### src/rtl/seq_debug_mailbox_pkg.sv
// Shared types and register-map constants for the sequencer debug mailbox.
// Imported by the mailbox top level and its parameter bank.
package seq_debug_mailbox_pkg;

    typedef enum logic [3:0] {
        ST_NONE     = 4'd0,
        ST_PENDING  = 4'd1,
        ST_ACTIVE   = 4'd2,
        ST_DONE_OK  = 4'd3,
        ST_DONE_ERR = 4'd4
    } status_code_e;

    typedef enum logic [1:0] {
        IDLE,
        PENDING,
        ACTIVE,
        DONE
    } state_e;

    localparam int unsigned GBL_OFS        = 'h0;
    localparam int unsigned REQ_CMD_OFS    = 'h8;
    localparam int unsigned CMD_STATUS_OFS = 'hC;
    localparam int unsigned PARAMS_OFS     = 'h10;
    localparam int unsigned OVERRUN_BIT    = 8;

    function automatic status_code_e state_code(
        input state_e s,
        input logic   err
    );
        case (s)
            IDLE:    return ST_NONE;
            PENDING: return ST_PENDING;
            ACTIVE:  return ST_ACTIVE;
            DONE:    return err ? ST_DONE_ERR : ST_DONE_OK;
            default: return ST_NONE;
        endcase
    endfunction

endpackage

### src/rtl/seq_debug_param_bank.sv
// Parameter word registers for the debug mailbox, with a read port
// and a snapshot copy that stays frozen while a command is in flight.
module seq_debug_param_bank
    import seq_debug_mailbox_pkg::*;
#(
    parameter int DATA_W     = 32,
    parameter int NUM_PARAMS = 4,
    parameter int IDX_W      = 2
) (
    input  logic                         clk,
    input  logic                         rst_n,
    input  logic                         wr_en,
    input  logic [IDX_W-1:0]             wr_idx,
    input  logic [DATA_W-1:0]            wr_data,
    input  logic [IDX_W-1:0]             rd_idx,
    output logic [DATA_W-1:0]            rd_data,
    input  logic                         snap_en,
    output logic [NUM_PARAMS*DATA_W-1:0] snap
);

    logic [DATA_W-1:0] regs [NUM_PARAMS];

    always_ff @(posedge clk or negedge rst_n) begin
        if (!rst_n) begin
            for (int i = 0; i < NUM_PARAMS; i++) begin
                regs[i] <= '0;
            end
            snap <= '0;
        end else begin
            if (wr_en) begin
                regs[wr_idx] <= wr_data;
            end
            if (snap_en) begin
                for (int i = 0; i < NUM_PARAMS; i++) begin
                    snap[i*DATA_W +: DATA_W] <= regs[i];
                end
            end
        end
    end

    assign rd_data = regs[rd_idx];

endmodule

### src/rtl/seq_debug_mailbox.sv
// Avalon-MM debug command mailbox: host-written command and parameters
// are handed to the sequencer core and its completion status captured.
module seq_debug_mailbox
    import seq_debug_mailbox_pkg::*;
#(
    parameter int                ADDR_W     = 32,
    parameter int                DATA_W     = 32,
    parameter int                CMD_W      = 8,
    parameter int                NUM_PARAMS = 4,
    parameter logic [ADDR_W-1:0] BASE_ADDR  = 'h000153b4,
    parameter logic [DATA_W-1:0] GBL_ADDR   = 'h00015388
) (
    input  logic                         clk,
    input  logic                         reset_n,
    input  logic [ADDR_W-1:0]            avl_address,
    input  logic                         avl_read,
    input  logic                         avl_write,
    input  logic [DATA_W-1:0]            avl_writedata,
    output logic [DATA_W-1:0]            avl_readdata,
    output logic                         avl_readdatavalid,
    output logic                         avl_waitrequest,
    output logic                         cmd_valid,
    input  logic                         cmd_ready,
    output logic [CMD_W-1:0]             cmd_id,
    output logic [NUM_PARAMS*DATA_W-1:0] cmd_params,
    input  logic                         rsp_valid,
    input  logic                         rsp_err,
    output logic                         busy
);

    localparam int IDX_W = (NUM_PARAMS > 1) ? $clog2(NUM_PARAMS) : 1;
    localparam int unsigned PARAMS_END = PARAMS_OFS + 4 * NUM_PARAMS;

    state_e            state;
    logic [CMD_W-1:0]  req_cmd;
    logic              overrun;
    logic              done_err;

    logic [ADDR_W-1:0] ofs;
    logic [ADDR_W-1:0] par_ofs;
    logic [IDX_W-1:0]  par_idx;
    logic              gbl_hit;
    logic              cmd_hit;
    logic              sts_hit;
    logic              par_hit;
    logic              cmd_wr;
    logic              sts_wr;
    logic              par_wr;
    logic              cmd_nz;
    logic              launch;
    logic [DATA_W-1:0] par_rd;
    logic [DATA_W-1:0] status_word;
    logic [DATA_W-1:0] rd_mux;

    assign ofs     = avl_address - BASE_ADDR;
    assign par_ofs = ofs - ADDR_W'(PARAMS_OFS);
    assign par_idx = IDX_W'(par_ofs >> 2);

    assign gbl_hit = (ofs == ADDR_W'(GBL_OFS));
    assign cmd_hit = (ofs == ADDR_W'(REQ_CMD_OFS));
    assign sts_hit = (ofs == ADDR_W'(CMD_STATUS_OFS));
    assign par_hit = (ofs >= ADDR_W'(PARAMS_OFS))
                   && (ofs < ADDR_W'(PARAMS_END))
                   && (ofs[1:0] == 2'b00);

    assign cmd_wr = avl_write && cmd_hit;
    assign sts_wr = avl_write && sts_hit;
    assign par_wr = avl_write && par_hit;
    assign cmd_nz = (avl_writedata[CMD_W-1:0] != '0);
    assign launch = (state == IDLE) && cmd_wr && cmd_nz;

    assign avl_waitrequest = 1'b0;
    assign cmd_id          = req_cmd;

    seq_debug_param_bank #(
        .DATA_W     (DATA_W),
        .NUM_PARAMS (NUM_PARAMS),
        .IDX_W      (IDX_W)
    ) u_param_bank (
        .clk     (clk),
        .rst_n   (reset_n),
        .wr_en   (par_wr && (state == IDLE)),
        .wr_idx  (par_idx),
        .wr_data (avl_writedata),
        .rd_idx  (par_idx),
        .rd_data (par_rd),
        .snap_en (launch),
        .snap    (cmd_params)
    );

    always_comb begin
        status_word              = '0;
        status_word[3:0]         = state_code(state, done_err);
        status_word[OVERRUN_BIT] = overrun;
    end

    always_comb begin
        rd_mux = '0;
        unique case (1'b1)
            gbl_hit: rd_mux = GBL_ADDR;
            cmd_hit: rd_mux = DATA_W'(req_cmd);
            sts_hit: rd_mux = status_word;
            par_hit: rd_mux = par_rd;
            default: rd_mux = '0;
        endcase
    end

    // Read data is taken from pre-edge state, so a same-cycle write
    // lands after the read has captured its value.
    always_ff @(posedge clk or negedge reset_n) begin
        if (!reset_n) begin
            avl_readdata      <= '0;
            avl_readdatavalid <= 1'b0;
        end else begin
            avl_readdatavalid <= avl_read;
            avl_readdata      <= avl_read ? rd_mux : '0;
        end
    end

    always_ff @(posedge clk or negedge reset_n) begin
        if (!reset_n) begin
            state     <= IDLE;
            req_cmd   <= '0;
            overrun   <= 1'b0;
            done_err  <= 1'b0;
            cmd_valid <= 1'b0;
            busy      <= 1'b0;
        end else begin
            unique case (state)
                IDLE: begin
                    if (launch) begin
                        state     <= PENDING;
                        req_cmd   <= avl_writedata[CMD_W-1:0];
                        cmd_valid <= 1'b1;
                        busy      <= 1'b1;
                    end
                end
                PENDING: begin
                    if (cmd_ready) begin
                        state     <= ACTIVE;
                        cmd_valid <= 1'b0;
                    end
                end
                ACTIVE: begin
                    if (rsp_valid) begin
                        state    <= DONE;
                        done_err <= rsp_err;
                    end
                end
                DONE: begin
                    if (sts_wr) begin
                        state   <= IDLE;
                        req_cmd <= '0;
                        busy    <= 1'b0;
                    end
                end
                default: state <= IDLE;
            endcase

            if ((state == DONE) && sts_wr) begin
                overrun <= 1'b0;
            end else if ((state != IDLE) && (cmd_wr || par_wr)) begin
                overrun <= 1'b1;
            end
        end
    end

endmodule

### config.mk
export PLATFORM = sky130hd
export DESIGN_NAME = seq_debug_mailbox
export DESIGN_NICKNAME = d
export VERILOG_FILES = /design/src/rtl/seq_debug_mailbox_pkg.sv /design/src/rtl/seq_debug_param_bank.sv /design/src/rtl/seq_debug_mailbox.sv
export SDC_FILE = /design/constraint.sdc
export NUM_CORES = 1
export LEC_CHECK = 0
export CAP_MARGIN = 5
export CORE_UTILIZATION = 55
export CTS_BUF_LIST = sky130_fd_sc_hd__clkbuf_4
export DETAILED_ROUTE_END_ITERATION = 10
export GPL_TIMING_DRIVEN = 1
export PLACE_DENSITY = 0.83
export RECOVER_POWER = 50
export SLEW_MARGIN = 40
export SYNTH_ARGS = -nofsm -noshare
export SYNTH_HDL_FRONTEND = slang
export SYNTH_HIERARCHICAL = 1
export SYNTH_SLANG_ARGS = --single-unit
### constraint.sdc
create_clock -name clk -period 2.45 [get_ports clk]
set_input_delay 0.6125 -clock clk [delete_from_list [all_inputs] [get_ports clk]]
set_output_delay 0.6125 -clock clk [all_outputs]
set_load 0.01 [all_outputs]
## Word-level counts from Yosys, hierarchy flattened

Index checks and enable logic that the tools add are counted.

| cells by class | value |
|---|---|
| $add $sub $neg | 2 |
| $lt $le $gt $ge | 4 |
| eq/ne operators | 9 |
| mux-type cells | 25 |
| bitwise operators | 1 |
| reduce and logical (&&, ||, !) cells | 24 |

Operators with widths:

| cell | count |
|---|---|
| bitwise mux 128 bit | 1 |
| 2-to-1 mux 32 bit | 4 |
| case mux 32 bit (4 select lines) | 1 |
| binary-select mux 32 bit (select 2 bit) | 1 |
| demux 32 bit (select 2 bit) | 1 |
| equality test 32 x 4 -> 1 bit (second input constant) | 2 |
| greater-or-equal comparator 32 x 5 -> 1 bit (second input constant) | 1 |
| logical NOT 32 bit | 1 |
| < comparator 32 x 6 -> 1 bit (second input constant) | 1 |
| subtractor 32 x 17 -> 32 bit (second input constant) | 1 |
| 2-to-1 mux 8 bit | 2 |
| case mux 4 bit (4 select lines) | 1 |
| case mux 8 bit (2 select lines) | 1 |
| logical AND 1 bit | 11 |
| 2-to-1 mux 2 bit | 4 |
| inequality test 2 bit (second input constant) | 4 |
| case mux 2 bit (4 select lines) | 1 |
| nonzero test 2 bit | 4 |
| nonzero test 8 bit | 1 |
| AND reduction 3 bit | 2 |
| 2-to-1 mux 1 bit | 5 |
| equality test 2 bit (second input constant) | 2 |
| logical NOT 2 bit | 2 |
| case mux 1 bit (2 select lines) | 2 |
| other kinds (9) | 9 |

| storage, ports and cells | value |
|---|---|
| register bits | 303 |
| logic and storage cells | 78 |

## Logic depth before layout (Yosys ltp)

Gate-level depths: netlist of the first run.

| depth | value |
|---|---|
| word-level depth | 9 |
| gate-level depth with buffers | 13 |
| gate-level depth less buffers | 12 |

## Cells and area by module

Netlist of the first run, hierarchy kept.

Modules (own cells, without submodules):

| module | instances | cells each | area an instance (µm²) | seq. area each (µm²) |
|---|---|---|---|---|
| seq_debug_param_bank | 1 | 581 | 10217.3 | 6406.1 |
| seq_debug_mailbox | 1 | 386 | 3208.1 | 1176.1 |

## Least setup slack after synthesis of the first run

No wires, ideal clock.

| path | value |
|---|---|
| kind | input to register |
| start | in avl_address[2] |
| end | reg u_param_bank/regs[102] (netlist bit) |
| data arrival time | 3744 ps |
| required time | 2325 ps |
| path slack | -1419 ps |
| cell stages on the path | 13 |
| cell sequence | inv_1 > ha_1 > and3b_2 > o211a_1 > nand2b_1 > a32o_1 > nor4b_1 > nand3_1 > nor3_2 > and4_1 > nor3b_2 > buf_4 > mux2_2 |

| between the ends | value |
|---|---|
| word-level cells in the longest chain between the ends | 8 |
| elaborated cells on any way between the ends | 15 |
| those cells by class | 2 x add/sub; 4 x order compare; 3 x mux; 1 x bitwise; 5 x reduce/logical |

RTL lines:

| what | RTL line | RTL |
|---|---|---|
| start, declared | seq_debug_mailbox.sv:15 | `input logic [ADDR_W-1:0] avl_address,` |
| subtractor 32 x 17 -> 32 bit (*) | seq_debug_mailbox.sv:55 | `assign ofs = avl_address - BASE_ADDR;` |
| subtractor 4 x 1 -> 4 bit | seq_debug_mailbox.sv:56 | `assign par_ofs = ofs - ADDR_W'(PARAMS_OFS);` |
| inverter 2 -> 3 bit (not written as such) | seq_debug_param_bank.sv:31 | `regs[wr_idx] <= wr_data;` |
| greater-or-equal comparator 3 bit (not written as such) / < comparator 3 x 1 -> 1 bit (equally long branches) | seq_debug_param_bank.sv:31 |  |
| logical AND 1 bit (not written as such) | seq_debug_param_bank.sv:31 |  |
| 2-to-1 mux 32 bit (not written as such) | seq_debug_param_bank.sv:31 |  |
| demux 32 bit (select 2 bit) | seq_debug_param_bank.sv:31 |  |
| bitwise mux 128 bit | seq_debug_param_bank.sv:31 |  |
| end signal, assigned by index | seq_debug_param_bank.sv:31 |  |
| end, declared | seq_debug_param_bank.sv:21 | `logic [DATA_W-1:0] regs [NUM_PARAMS];` |

Every way passes the cells marked *; elsewhere a longest branch is shown, timed or not.
A chain may end at the register's enable or synchronous reset.

## Worst setup path in the final report of the first run

| path | value |
|---|---|
| start | in avl_address[28] |
| end | reg u_param_bank/regs[101] (netlist bit) |

| between the ends | value |
|---|---|
| word-level cells in the longest chain between the ends | 6 |
| elaborated cells on any way between the ends | 7 |
| those cells by class | 1 x add/sub; 2 x order compare; 4 x reduce/logical |

RTL lines:

| what | RTL line | RTL |
|---|---|---|
| subtractor 32 x 17 -> 32 bit (*) | seq_debug_mailbox.sv:55 |  |
| greater-or-equal comparator 32 x 5 -> 1 bit / < comparator 32 x 6 -> 1 bit (equally long branches) | seq_debug_mailbox.sv:62, seq_debug_mailbox.sv:63 |  |
| logical AND 1 bit (*) | seq_debug_mailbox.sv:63 | `&& (ofs < ADDR_W'(PARAMS_END))` |
| logical AND 1 bit (*) | seq_debug_mailbox.sv:64 | `&& (ofs[1:0] == 2'b00);` |
| logical AND 1 bit (*) | seq_debug_mailbox.sv:68 | `assign par_wr = avl_write && par_hit;` |
| logical AND 1 bit (*) | seq_debug_mailbox.sv:82 | `.wr_en (par_wr && (state == IDLE)),` |

Marks and branches as above.

==> results of run 1 <==
-- cell type report --
type / count / share of cell area [%]
Inverter: 43 / 0.818
Antenna cell: 2 / 0.0244
Sequential cell: 303 / 37.0
Timing Repair Buffer: 464 / 23.7
Clock inverter: 14 / 0.415
Clock buffer: 105 / 3.84
Tap cell: 319 / 1.95
Multi-Input combinational cell: 571 / 32.3
-- registers in the layout, summed over array words and instances (netlist names) --
signal	flops
cmd_valid	1
cmd_id	8
overrun	1
busy	1
u_param_bank/regs	128
avl_readdatavalid	1
avl_readdata	32
done_err	1
u_param_bank/snap	128
state	2
-- placed cells by master (no fill, tap or decap), drive strengths merged, types with 4 or more instances in the layout --
cell type      instances
a211oi                 7
a21o                   4
a21oi                 13
a221oi                 4
a31oi                  6
and3                   5
buf                  218
clkbuf               124
clkdlybuf4s50        214
clkinv                11
dfrtp                303
dlygate4sd2            7
ha                     8
inv                   44
mux2                 258
mux4                  32
nand2                 29
nand2b                 8
nand3                 16
nand3b                 5
nand4                  4
nor2                  41
nor2b                  4
nor3                  18
nor4                   9
o2111a                 5
o21a                   4
o21ai                 26
or3                    6
or4                    4
xnor2                  4
-- where the power goes --
group / switching [uW] / leakage [uW] / total [uW] / internal [uW]
sequential: 0.183 / 0.00419 / 5000 / 5000
combinational: 475 / 0.00489 / 823 / 348
clock: 2300 / 0.000528 / 4370 / 2070
total: 2780 / 0.00960 / 10200 / 7410
-- repair_timing --
item / in CTS / in global routing
resized for setup: 274 / 172
gates cloned: 21 / 11
pin swaps: 32 / 36
setup buffers: 45 / 25
endpoints found under the setup margin: 301 / 301
hold buffers: 1 / 0
hold endpoints to repair: 53 / 0
-- worst paths after layout --
check | depth (start not counted) | from | end
min reg2reg | 1 | u_param_bank/snap[79]$_DFFE_PN0P_ | u_param_bank/snap[79]$_DFFE_PN0P_
min in group asynchronous | 2 | reset_n | u_param_bank/snap[28]$_DFFE_PN0P_
max | 14 | avl_address[28] | u_param_bank/regs[101]$_DFFE_PN0P_
max in group asynchronous | 3 | reset_n | u_param_bank/snap[7]$_DFFE_PN0P_
min | 1 | u_param_bank/snap[79]$_DFFE_PN0P_ | u_param_bank/snap[79]$_DFFE_PN0P_
max reg2reg | 8 | state[1]$_DFFE_PN0P_ | state[1]$_DFFE_PN0P_
-- worst max-delay path, stage by stage --
cell     delay, ns
buf_6         0.09
or3_4         0.38
or3_4         0.34
or4_4         0.45
nor3_4        0.17
xnor2_2       0.15
nand4_1       0.15
buf_4         0.17
nor3_4        0.20
and4_4        0.29
nor3b_4       0.25
buf_6         0.21
buf_12        0.15
mux2_4        0.31
-- synth_stat cells, types with 3 or more instances --
| cell | count | area [sq um] |
|---|---|---|
| o221ai_1 | 3 | 26.3 |
| ha_1 | 8 | 100 |
| o21a_1 | 4 | 30.0 |
| buf_4 | 7 | 52.6 |
| buf_1 | 4 | 15.0 |
| clkbuf_1 | 10 | 37.5 |
| nor2_1 | 40 | 150 |
| nor4_1 | 7 | 43.8 |
| mux2i_1 | 3 | 30.0 |
| xnor2_1 | 4 | 35.0 |
| or3_1 | 6 | 37.5 |
| or4_1 | 4 | 30.0 |
| nand2b_1 | 8 | 50.1 |
| a21o_1 | 4 | 30.0 |
| nor2b_1 | 4 | 25.0 |
| nand2_1 | 29 | 109 |
| nand4_1 | 4 | 25.0 |
| dfrtp_1 | 303 | 7580 |
| buf_2 | 27 | 135 |
| nor3_1 | 16 | 80.1 |
| o21ai_0 | 26 | 130 |
| inv_1 | 43 | 161 |
| a31oi_1 | 6 | 37.5 |
| nand3b_1 | 5 | 37.5 |
| mux2_1 | 3 | 33.8 |
| nand3_1 | 16 | 80.1 |
| o2111a_1 | 5 | 56.3 |
| a21oi_1 | 13 | 65.1 |
| a211oi_1 | 6 | 45.0 |
| o211ai_1 | 3 | 22.5 |
| mux2_2 | 255 | 2870 |
| and3_1 | 5 | 31.3 |
| mux4_2 | 32 | 721 |
| a221oi_1 | 3 | 26.3 |
-- metal layers --
| metal | vias to the layer above | routed length, microns |
|---|---|---|
| met5 | - | 0 |
| met3 | 268 | 5260 |
| met4 | 0 | 3330 |
| met2 | 882 | 26300 |
| met1 | 5870 | 19600 |
| li1 | 4531 | - |
-- metrics by stage --
stage	utilization [%]	TNS, ns
3_5_place_dp	73.3	-541.16
4_1_cts	84.7	-237.34
6_report	86.6	-204.62
5_1_grt	86.6	-236.51
3_3_place_gp	73.3	-545.56
2_1_floorplan	-	-301.81
-- logic make-up (layout without fill, tap and decap cells) --
family | count (synthesis) | after routing | synth area share (%)
AO/OA/AOI/OAI | 100 | 100 | 5.39
XOR/XNOR | 6 | 6 | 0.391
adder cells (fa/ha/maj) | 8 | 8 | 0.746
buffers and inverters | 93 | 626 | 3.13
flip-flops | 303 | 303 | 56.5
multiplexers | 293 | 293 | 27.2
other | 1 | 3 | 0.0279
AND/OR/NAND/NOR | 163 | 163 | 6.61
==> flow_summary_export.csv, run 1 <==
group,metric,value,unit
routing,via_count,11600,
die,die_w,158,microns
die,fp-row-count,56,
routing,drt-total-wl,54500,microns
synth,ys_seq_area_share,56.5,%
place,globalplace.congestion,0.979,
clock_network,cts_tree,"built",
place,dp_cells,1622,
layout,drive_above_1_share,49.7,%
clock_network,root_buffer,"clkbuf_4",
layout,final_nets,1538,
place,io_buffers,241,
place,placed_area,17400,sq um
clock_network,cts_sinks,303,
routing,drt_pass1_iterations,5,
die,die_h,158,microns
sta,rsz0062_at_grt,"true",
setup_path,crit_fanout,5,
layout,syn2layout_area_growth,52.8,%
synth,synth_edf_count,0,
sta,max_freq,295,MHz
sta,fin_crit_sh,138,%
die,core_area,23700,sq um
global_route,grt_pass1_wl,73300,microns
global_route,grt_start_max_net_pins,62,
die,io_pins,243,
synth,synth_ff_type,"dfrtp_1",
worst_hold_path,min_path_type,"flip-flop to flip-flop",
layout,fillers,1038,
synth,yosys_register_bits,303,
sta,min_period,3.39,ns
synth,synth-async-reset-ratio,100,%
sta,slew_headroom,-7.81,%
global_route,grtUsageTotal,40.3,%
global_route,busiest_layer,"met2",
sta,fin_hold_ws,0.513,ns
routing,drtIter0Drc,1158,
synth,synth_fp_nets,1046,
global_route,grt_use_met1,50.0,%
synth,avgSynthCellArea,13.9,sq um
power,p_leak,0.00960,uW
routing,ant_nets,0,
synth,netlist_area,13400,sq um
sta,setup_violations,301,
clock_network,ctsHtreeMaxLevel,3,
layout,layout.area.seq,7580,sq um
global_route,grt_overflow_total,0,
outcome,violations,"capacitance limit, slew limit, setup timing",
layout,multi_input_area,6630,sq um
setup_path,cp.required,2.99,ns
sta,clock_skew,0.0791,ns
clock_network,clkLatencyLatePin,0.74,ns
sta,finalHoldViolCount,0,
power,peakVddDrop,433,uV
place,place_hpwl,27000,microns
sta,setup_slack,-0.940,ns
clock_network,cts_buffers,76,
die,initial_core_util,56.7,%
power,power,10200,uW
sta,finalMaxSlewViolations,62,
setup_path,endpoint_kind,"flip-flop",
layout,stdcell_area,20500,sq um
clock_network,clk_pin_slew,0.07,ns
routing,routedWlPerCell,29.9,microns
setup_path,crit_arrival,3.93,ns
sta,max_slew.worst_pin.slew,1.62,ns
setup_path,critPathKind,"input port to flip-flop",
layout,stdcell_count,1821,
synth,synth_cells,967,
setup_path,startpoint_type,"input port",
flow_run,max_cap_viol_count,1,
die,die-area,25000,sq um
power,pwr_density_cell,497,nW/um^2
global_route,grt_use_met2,65.5,%
synth,synth_cell_types,75,
global_route,met3_usage,9.75,%
global_route,grt_pass1_vias,12100,
clock_network,clock_path_buffers,3,
routing,viasPerCell,6.34,
synth,yosysWarnings,6,
place,pre_cts_ws,-1.98,ns
setup_path,r2r_slack,0.07,ns
global_route,antenna_found_initial,2,
routing,route.detailed.drc,0,
outcome,outcome,"finished with violations",
(Power assumes the default switching activity.)
==> run 2: changes to the inputs <==
--- a/config.mk
+++ b/config.mk
@@ -6,14 +6,14 @@
 export NUM_CORES = 1
 export LEC_CHECK = 0
 export CAP_MARGIN = 5
-export CORE_UTILIZATION = 55
+export CORE_UTILIZATION = 54
 export CTS_BUF_LIST = sky130_fd_sc_hd__clkbuf_4
+export CTS_CLUSTER_DIAMETER = 40
 export DETAILED_ROUTE_END_ITERATION = 10
 export GPL_TIMING_DRIVEN = 1
-export PLACE_DENSITY = 0.83
+export PLACE_DENSITY = 0.82
 export RECOVER_POWER = 50
 export SLEW_MARGIN = 40
 export SYNTH_ARGS = -nofsm -noshare
 export SYNTH_HDL_FRONTEND = slang
-export SYNTH_HIERARCHICAL = 1
 export SYNTH_SLANG_ARGS = --single-unit
==> run 2 against run 1 <==
The flow still finishes with violations (capacitance limit, slew limit, setup timing). Die area up 1.1%. Utilization up 0.60 points. Critical path depth down 1. Area after synthesis down 0.75%. Register-to-register slack worse by 0.22 ns. Count of clock-buffer cells in the layout up 4. Critical path type unchanged. Highest routed layer unchanged.
==> flow_summary_export.csv, run 2 <==
group,metric,value,unit
outcome,outcome,"finished with violations",
outcome,violations,"capacitance limit, slew limit, setup timing",
layout,final_util,87.2,%
global_route,grt_start_max_net_pins,82,
synth,avgSynthCellArea,14.5,sq um
setup_path,crit_chain,"buf_8, buf_6, a211o_1, or3_4, o21a_4, a2111oi_4, and3_4, nand4b_1, or4_4, nor3_4, buf_12, buf_12, mux2_4",
layout,reg_top3,"u_param_bank.regs x128, u_param_bank.snap x128, avl_readdata x32",
clock_network,cts_sinks,303,
synth,synth_fp_nets,1002,
place,place_hpwl,25200,microns
die,io_pins,243,
setup_path,r2r_start,"state[0]$_DFFE_PN0P_",
setup_path,endpoint_kind,"flip-flop",
layout,fillers,1019,
power,power,11300,uW
sta,setup_violations,302,
clock_network,cts_buffers,81,
layout,drive_above_1_share,49.4,%
sta,max_slew.worst_pin.slew,1.51,ns
sta,finalMaxSlewViolations,56,
synth,synth_top_cell_area_share,56.9,%
layout,final_nets,1513,
synth,synth_cell_types,66,
sta,finalHoldViolCount,0,
setup_path,critPathSlowestCell,"or4_4",
layout,final_common_cell,"dfrtp_1",
die,initial_core_util,55.0,%
sta,fin_crit_sh,142,%
clock_network,clkLatencyLatePin,0.74,ns
sta,rsz0062_at_grt,"true",
setup_path,crit_fanout,8,
routing,viasPerCell,6.15,
setup_path,critPathBufInv,4,
setup_path,crit_arrival,4.06,ns
sta,fin_hold_ws,0.517,ns
place,io_buffers,241,
sta,clock_skew,0.0499,ns
sta,setup_slack,-1.03,ns
power,p_leak,0.00965,uW
worst_hold_path,hold_start,"u_param_bank.snap[104]$_DFFE_PN0P_",
place,globalplace.congestion,0.872,
global_route,grtUsageTotal,40.7,%
place,dp_cells,1583,
synth,yosysMostFrequentCell,"dfrtp_1",
clock_network,clk_pin_slew,0.07,ns
routing,ant_nets,0,
die,die_h,159,microns
routing,route.detailed.drc,0,
clock_network,ctsHtreeMaxLevel,3,
synth,ys_seq_area_share,56.9,%
setup_path,crit_top_cell,"buf_12",
global_route,grt_overflow_total,0,
layout,syn2layout_area_growth,58.7,%
setup_path,setup.worst_path.start,"avl_address[15]",
synth,netlist_area,13300,sq um
global_route,antenna_found_initial,1,
setup_path,cpPeakStageDelay,0.66,ns
routing,routedWlPerCell,28.2,microns
routing,drt-total-wl,51200,microns
global_route,grt_pass1_vias,12200,
sta,slew_headroom,-0.979,%
setup_path,cp.required,3.04,ns
synth,yosys_register_bits,303,
setup_path,critical-path-top-delay-family,"simple AND/OR/NAND/NOR gates",
setup_path,critPathKind,"input port to flip-flop",
clock_network,cts_tree,"built",
synth,ys_top_cells_by_area,"dfrtp_1 57%, mux2_1 11%, mux2_2 11%",
die,die_w,159,microns
routing,drtIter0Drc,1011,
synth,synth_ff_type,"dfrtp_1",
flow_run,max_cap_viol_count,1,
sta,max_freq,288,MHz
die,fp-row-count,57,
synth,synth_cells,922,
sta,min_period,3.48,ns
clock_network,root_buffer,"clkbuf_4",
worst_hold_path,min_path_type,"flip-flop to flip-flop",
synth,synth_edf_count,0,
routing,via_count,11200,
synth,synth-async-reset-ratio,100,%
synth,yosysWarnings,0,
die,core_area,24200,sq um
layout,mostFrequentLayoutCells,"303 x dfrtp_1, 254 x mux2_4, 213 x clkdlybuf4s50_1",
power,pwr_density_cell,534,nW/um^2
layout,stdcell_count,1816,
die,die-area,25300,sq um
power,peakVddDrop,420,uV
global_route,grt_pass1_wl,77200,microns
setup_path,startpoint_type,"input port",
routing,drt_pass1_iterations,5,
synth,synth_commonest_cells,"303 x dfrtp_1, 130 x mux2_1, 128 x mux2_2",
synth,synth_area_leader_cell,"dfrtp_1",
clock_network,clock_path_buffers,3,
==> run 2: path summary, 6_finish.rpt <==
| kind | slack (ns) | end | cells past startpoint |
|---|---|---|---|
| max in group asynchronous | 0.17 | u_param_bank.snap[106]$_DFFE_PN0P_ | 3 |
| setup / recovery | -1.03 | u_param_bank.regs[108]$_DFFE_PN0P_ | 13 |
| hold / removal | 0.52 | u_param_bank.snap[104]$_DFFE_PN0P_ | 1 |
| setup reg to reg | -0.15 | u_param_bank.regs[108]$_DFFE_PN0P_ | 8 |
| min in group asynchronous | 0.77 | u_param_bank.snap[79]$_DFFE_PN0P_ | 2 |
| hold reg to reg | 0.52 | u_param_bank.snap[104]$_DFFE_PN0P_ | 1 |
==> run 2: through the flow <==
stage	instance area (sq um)	TNS [ns]	setup WS, ns
3_3_place_gp	17800	-534.02	-1.97
4_1_cts	21100	-177.63	-0.797
5_1_grt	21100	-219.34	-0.990
2_1_floorplan	13800	-383.23	-1.48
3_5_place_dp	17800	-557.71	-2.05
6_report	21100	-213.97	-1.03
==> run 2: layout make-up <==
cell class | count | area [sq um] | share of cell area (%)
Timing Repair Buffer | 478 | 5210 | 24.6
Tap cell | 324 | 405 | 1.92
Sequential cell | 303 | 7580 | 35.9
Clock inverter | 32 | 225 | 1.07
Inverter | 16 | 70.1 | 0.331
Clock buffer | 109 | 818 | 3.87
Multi-Input combinational cell | 553 | 6830 | 32.3
Antenna cell | 1 | 2.50 | 0.0118
==> run 2: where the power goes <==
group	switching (uW)	internal, uW	leakage, uW	total, uW
Clock	2420	2410	0.000607	4830
Sequential	23.1	5030	0.00423	5050
Combinational	830	573	0.00482	1400
==> run 2: routing by layer <==
metal  global-route usage, %  share of wire, %  wire [microns]  vias to the layer above
met2                    66.6                49           25100                      774
met5                       0                 0               0                        -
met4                    20.5               5.1            2600                        0
met1                    50.5                37           19100                     5715
met3                    10.2               8.5            4340                      212
li1                        -                 -               -                     4459
==> run 2: repair_timing <==
action / 4_1_cts / 5_1_grt
hold buffers: 1 / 0
pin swaps: 47 / 42
gates cloned: 23 / 0
buffers inserted: 69 / 17
hold endpoints to repair: 49 / 0
setup endpoints to repair: 301 / 301
gates resized for setup: 311 / 88
==> run 2: cells by family (layout without fill, tap and decap cells) <==
logic type,Yosys count,count (layout),share of synthesized area (%)
xor gates and xnor gates,9,9,0.592
AOI/OAI and AO/OA,78,78,4.39
adders and majority gates,9,9,0.845
DFF,303,303,56.9
buffers and inverters,66,635,2.43
muxes,301,301,28.0
and+or+nand+nor,155,155,6.78
other,1,2,0.0281
==> run 3: changes to the inputs <==
--- a/config.mk
+++ b/config.mk
@@ -9,6 +9,7 @@
 export CORE_UTILIZATION = 54
 export CTS_BUF_LIST = sky130_fd_sc_hd__clkbuf_4
 export CTS_CLUSTER_DIAMETER = 40
+export CTS_CLUSTER_SIZE = 10
 export DETAILED_ROUTE_END_ITERATION = 10
 export GPL_TIMING_DRIVEN = 1
 export PLACE_DENSITY = 0.82
==> run 3 against run 2 <==
The run still ends with capacitance limit, slew limit, setup timing left. Cell count down 5.0%. Die area stayed put. Sequential share of layout area rose by 1.3 points. Global-route usage fell by 6.6 points. Fmax increased by 1.3%. Utilization decreased by 3.1 points. Total power decreased by 17%. Sequential power hardly changed. Non-clock buffer count decreased by 5. First-iteration DRC count is 23% lower. Via count fell by 5.7%. Register-to-register slack lost 0.03 ns. Largest cell class unchanged. Highest routed layer unchanged.
==> flow_summary_export.csv, run 3 (synthesized netlist as in run 2, its figures left out) <==
group,metric,value,unit
outcome,outcome,"finished with violations",
outcome,violations,"capacitance limit, slew limit, setup timing",
setup_path,crit_fanout,7,
flow_run,max_cap_viol_count,1,
setup_path,critical-path-top-delay-family,"simple AND/OR/NAND/NOR gates",
setup_path,r2r_slack,-0.18,ns
clock_network,clk_pin_slew,0.10,ns
layout,drive_above_1_share,48.1,%
routing,drtIter0Drc,783,
worst_hold_path,min_path_type,"flip-flop to flip-flop",
setup_path,endpoint_kind,"flip-flop",
global_route,grt_start_max_net_pins,82,
clock_network,clkLatencyLatePin,0.68,ns
setup_path,critPathKind,"input port to flip-flop",
place,globalplace.congestion,0.872,
setup_path,cp.required,3.01,ns
power,clkPwrFrac,31.3,%
power,pwr_density_cell,458,nW/um^2
sta,setup_violations,301,
global_route,antenna_found_initial,0,
clock_network,ctsHtreeMaxLevel,2,
sta,finalMaxSlewViolations,56,
die,die_h,159,microns
clock_network,cts_tree,"built",
setup_path,cpPeakStageDelay,0.51,ns
layout,stdcell_area,20400,sq um
global_route,grt_pass1_wl,66300,microns
setup_path,setup.worst_path.start,"avl_address[15]",
sta,fin_crit_sh,140,%
clock_network,clock_path_buffers,3,
layout,diodes,0,
sta,min_period,3.43,ns
sta,fin_hold_ws,0.520,ns
setup_path,critPathSlowestCell,"or4_4",
global_route,grt_pass1_vias,11000,
sta,finalHoldViolCount,0,
die,die-area,25300,sq um
power,p_switching,2650,uW
place,place_hpwl,25200,microns
power,p_seq_share,54.1,%
routing,viasPerCell,6.10,
setup_path,crit_top_cell,"buf_6",
routing,dr_wl_met3,3950,microns
routing,route.detailed.drc,0,
setup_path,r2r_start,"state[0]$_DFFE_PN0P_",
power,peakVddDrop,429,uV
routing,ant_nets,0,
die,die_w,159,microns
sta,rsz0062_at_grt,"true",
routing,via_count,10500,
sta,setup_slack,-0.981,ns
layout,reg_top3,"u_param_bank.regs x128, u_param_bank.snap x128, avl_readdata x32",
clock_network,cts_sinks,303,
power,switching_share,28.4,%
routing,drt-total-wl,47300,microns
routing,routedWlPerCell,27.4,microns
global_route,grtUsageTotal,34.1,%
die,fp-row-count,57,
sta,max_slew.worst_pin.slew,1.52,ns
routing,top_layer_used,"met4",
layout,final_nets,1467,
clock_network,root_buffer,"clkbuf_4",
power,power,9330,uW
layout,syn2layout_area_growth,52.9,%
setup_path,startpoint_type,"input port",
sta,clock_skew,0.0408,ns
die,initial_core_util,55.0,%
sta,slew_headroom,-1.38,%
global_route,grt_overflow_total,0,
place,io_buffers,241,
sta,max_freq,291,MHz
power,p_leak,0.00924,uW
routing,wl_met2,23200,microns
setup_path,critPathBufInv,5,
die,io_pins,243,
worst_hold_path,hold_start,"u_param_bank.snap[13]$_DFFE_PN0P_",
place,pre_cts_ws,-2.05,ns
die,core_area,24200,sq um
setup_path,crit_arrival,3.99,ns
layout,final_common_cell,"dfrtp_1",
clock_network,cts_buffers,40,
place,placed_area,17800,sq um
routing,drt_pass1_iterations,8,
layout,mostFrequentLayoutCells,"303 x dfrtp_1, 245 x mux2_4, 214 x clkdlybuf4s50_1",
power,cellInternalPower,6680,uW
routing,met1_length,18100,microns
power,comb_power_share,14.6,%
setup_path,crit_chain,"buf_8, buf_6, a211o_1, or3_4, o21a_4, a2111oi_4, and3_1, nand4b_1, or4_4, buf_6, nor3_4, buf_6, buf_12, mux2_4",
-- run 3: metal layers --
layer  global-route usage, %  vias to the layer above
li1                        -                     4308
met1                    45.2                     5401
met2                    56.6                      644
met3                    7.03                      170
met4                    10.8                        0
met5                       0                        -
-- run 3: path summary, 6_finish.rpt --
| path | end | cells after the start |
|---|---|---|
| min in group asynchronous | u_param_bank.snap[111]$_DFFE_PN0P_ | 2 |
| max reg2reg | u_param_bank.regs[37]$_DFFE_PN0P_ | 9 |
| min reg2reg | u_param_bank.snap[13]$_DFFE_PN0P_ | 1 |
| min | u_param_bank.snap[13]$_DFFE_PN0P_ | 1 |
| max | u_param_bank.regs[37]$_DFFE_PN0P_ | 14 |
| max in group asynchronous | u_param_bank.snap[118]$_DFFE_PN0P_ | 3 |
-- run 3: per-stage QoR --
step | utilization (%) | TNS (ns) | std cells
after global placement | 73.3 | -534.02 | 1583
after detailed placement | 73.3 | -557.71 | 1583
final | 84.1 | -217.99 | 1725
after global routing | 84.1 | -245.10 | 1725
after CTS | 82.0 | -191.40 | 1714
after floorplan | - | -383.23 | 922
-- run 3: timing repair --
item | CTS | global route
hold endpoints to repair | 49 | 0
setup endpoints to repair | 301 | 301
resized for setup | 239 | 175
buffers inserted | 63 | 22
cloned | 16 | 8
pin swaps | 35 | 15
hold buffers | 1 | 0
-- run 3: power groups by stage --
| stage | logic (uW) | registers (uW) | clock network (uW) |
|---|---|---|---|
| floorplan | 449 | 5150 | 0 |
| global placement | 1100 | 5140 | 0 |
| detailed placement | 1110 | 5140 | 0 |
| CTS | 1220 | 5040 | 2850 |
| global route | 1420 | 5050 | 3130 |
| finish | 1360 | 5050 | 2920 |
-- run 3: final cells by class --
cell class / instances / area [sq um]
tap: 324 / 405
sequential: 303 / 7580
inverter: 16 / 70.1
fill: 1172 / 3870
clock inverter: 12 / 120
timing repair buffer: 473 / 5020
clock buffer: 44 / 330
multi-input combinational: 553 / 6850
==> RTL change, RTL diff (flow settings as in run 2) <==
`NUM_PARAMS` is set to 4 in 2 places; all go to 8.
--- a/src/rtl/seq_debug_param_bank.sv
+++ b/src/rtl/seq_debug_param_bank.sv
@@ -4,7 +4,7 @@
     import seq_debug_mailbox_pkg::*;
 #(
     parameter int DATA_W     = 32,
-    parameter int NUM_PARAMS = 4,
+    parameter int NUM_PARAMS = 8,
     parameter int IDX_W      = 2
 ) (
     input  logic                         clk,
--- a/src/rtl/seq_debug_mailbox.sv
+++ b/src/rtl/seq_debug_mailbox.sv
@@ -6,7 +6,7 @@
     parameter int                ADDR_W     = 32,
     parameter int                DATA_W     = 32,
     parameter int                CMD_W      = 8,
-    parameter int                NUM_PARAMS = 4,
+    parameter int                NUM_PARAMS = 8,
     parameter logic [ADDR_W-1:0] BASE_ADDR  = 'h000153b4,
     parameter logic [DATA_W-1:0] GBL_ADDR   = 'h00015388
 ) (
Interface: changed (resized cmd_params); port bits go from 243 to 371. No check against the original RTL was run, so the function may have changed too.
==> RTL change against run 2 <==
The run ends with setup timing left; power rose by 71%; area after synthesis increased by 85%; worst hold slack got worse by 0.12 ns; global-route usage down 6.6 points; setup slack improved by 0.32 ns; maximum frequency increased by 10%; cell area increased by 64%; sequential cell count rose by 256; wire length rose by 69%.
==> RTL change: results (changes against run 2) <==
| Metric | Value |
|---|---|
| Status | `complete, but fails checks (unchanged)` |
| Failing checks | `setup timing (was capacitance limit, slew limit, setup timing)` |
| Worst setup slack after layout | `-0.7077 ns (was -1.025 ns)` |
| Critical path arrival | `3.88 ns (was 4.06 ns)` |
| Top Registers | `u_param_bank.regs x256, u_param_bank.snap x256, avl_readdata x32 (was u_param_bank.regs x128, u_param_bank.snap x128, avl_readdata x32)` |
| Met1 usage | `0.4566 (was 0.5050)` |
| Post-Route WL | `86800 um (was 51210 um)` |
| Number of CTS-inserted buffers | `141 (was 81)` |
| Vias | `19220 (was 11160)` |
| Most frequent cells after synthesis | `dfrtp_1, mux2_2, mux2_4, o22ai_1, clkbuf_1 (was dfrtp_1, mux2_1, mux2_2, mux4_2, nor2b_1)` |
| Tot GR Track Use | `0.3405 (was 0.4066)` |
| Post-CTS Resized | `166 (was 311)` |
| GPL Wtd Cong | `0.8680 (was 0.8718)` |
| Clk_lat worst skew | `0.89 ns (was 0.74 ns)` |
| Slew Limit Fails | `0 (was 56)` |
| Setup-failing EPs final | `622 (was 302)` |
| Switching Fraction | `0.2673 (was 0.2904)` |
| Crit path from | `avl_address[0] (was avl_address[15])` |
| Share of cells above drive strength 1 | `0.4722 (was 0.4943)` |
| Skew final | `0.04378 ns (was 0.04991 ns)` |
| Worst Hold Class | `in -> reg (was reg -> reg)` |
| Htree depth | `4 (was 3)` |
| Register area share after synthesis | `0.5660 (was 0.5690)` |
| First-pass GRT wire length | `119400 um (was 77200 um)` |
| Area contributors post-synth | `dfrtp_1, mux2_4, mux2_2 (was dfrtp_1, mux2_1, mux2_2)` |
| Syn nets | `1732 (was 1002)` |
RTL change: critical path: stages:
cell	delay, ns
buf_6	0.09
or4_4	0.53
a2111o_1	0.37
or4_4	0.50
nor4_4	0.19
buf_4	0.18
nand2b_4	0.05
or4_4	0.45
buf_12	0.20
nor2_8	0.13
buf_12	0.24
mux2_4	0.32
RTL change: cell families after synthesis:
family / after synthesis / share of synthesized area
DFF: 559 / 0.5660
muxes: 525 / 0.2751
AOI/OAI and AO/OA: 234 / 0.06485
and+or+nand+nor: 203 / 0.05285
buffers and inverters: 117 / 0.03468
xor gates and xnor gates: 8 / 0.002835
adders and majority gates: 7 / 0.003544
other: 1 / 0.0001517
RTL change: per-stage QoR:
step                hold WS (ns)  power [mW]  area [um^2]  std cells    util
detailed placement        0.4924       11.31        31260       2774  0.6903
global placement          0.4880       11.26        31260       2774  0.6903
CTS                       0.2056       19.13        33750       3053  0.7454
floorplan                 0.3169       10.15        25480       1654       -
global route              0.3545       20.00        34700       3102  0.7663
finish                    0.3939       19.34        34700       3102  0.7663
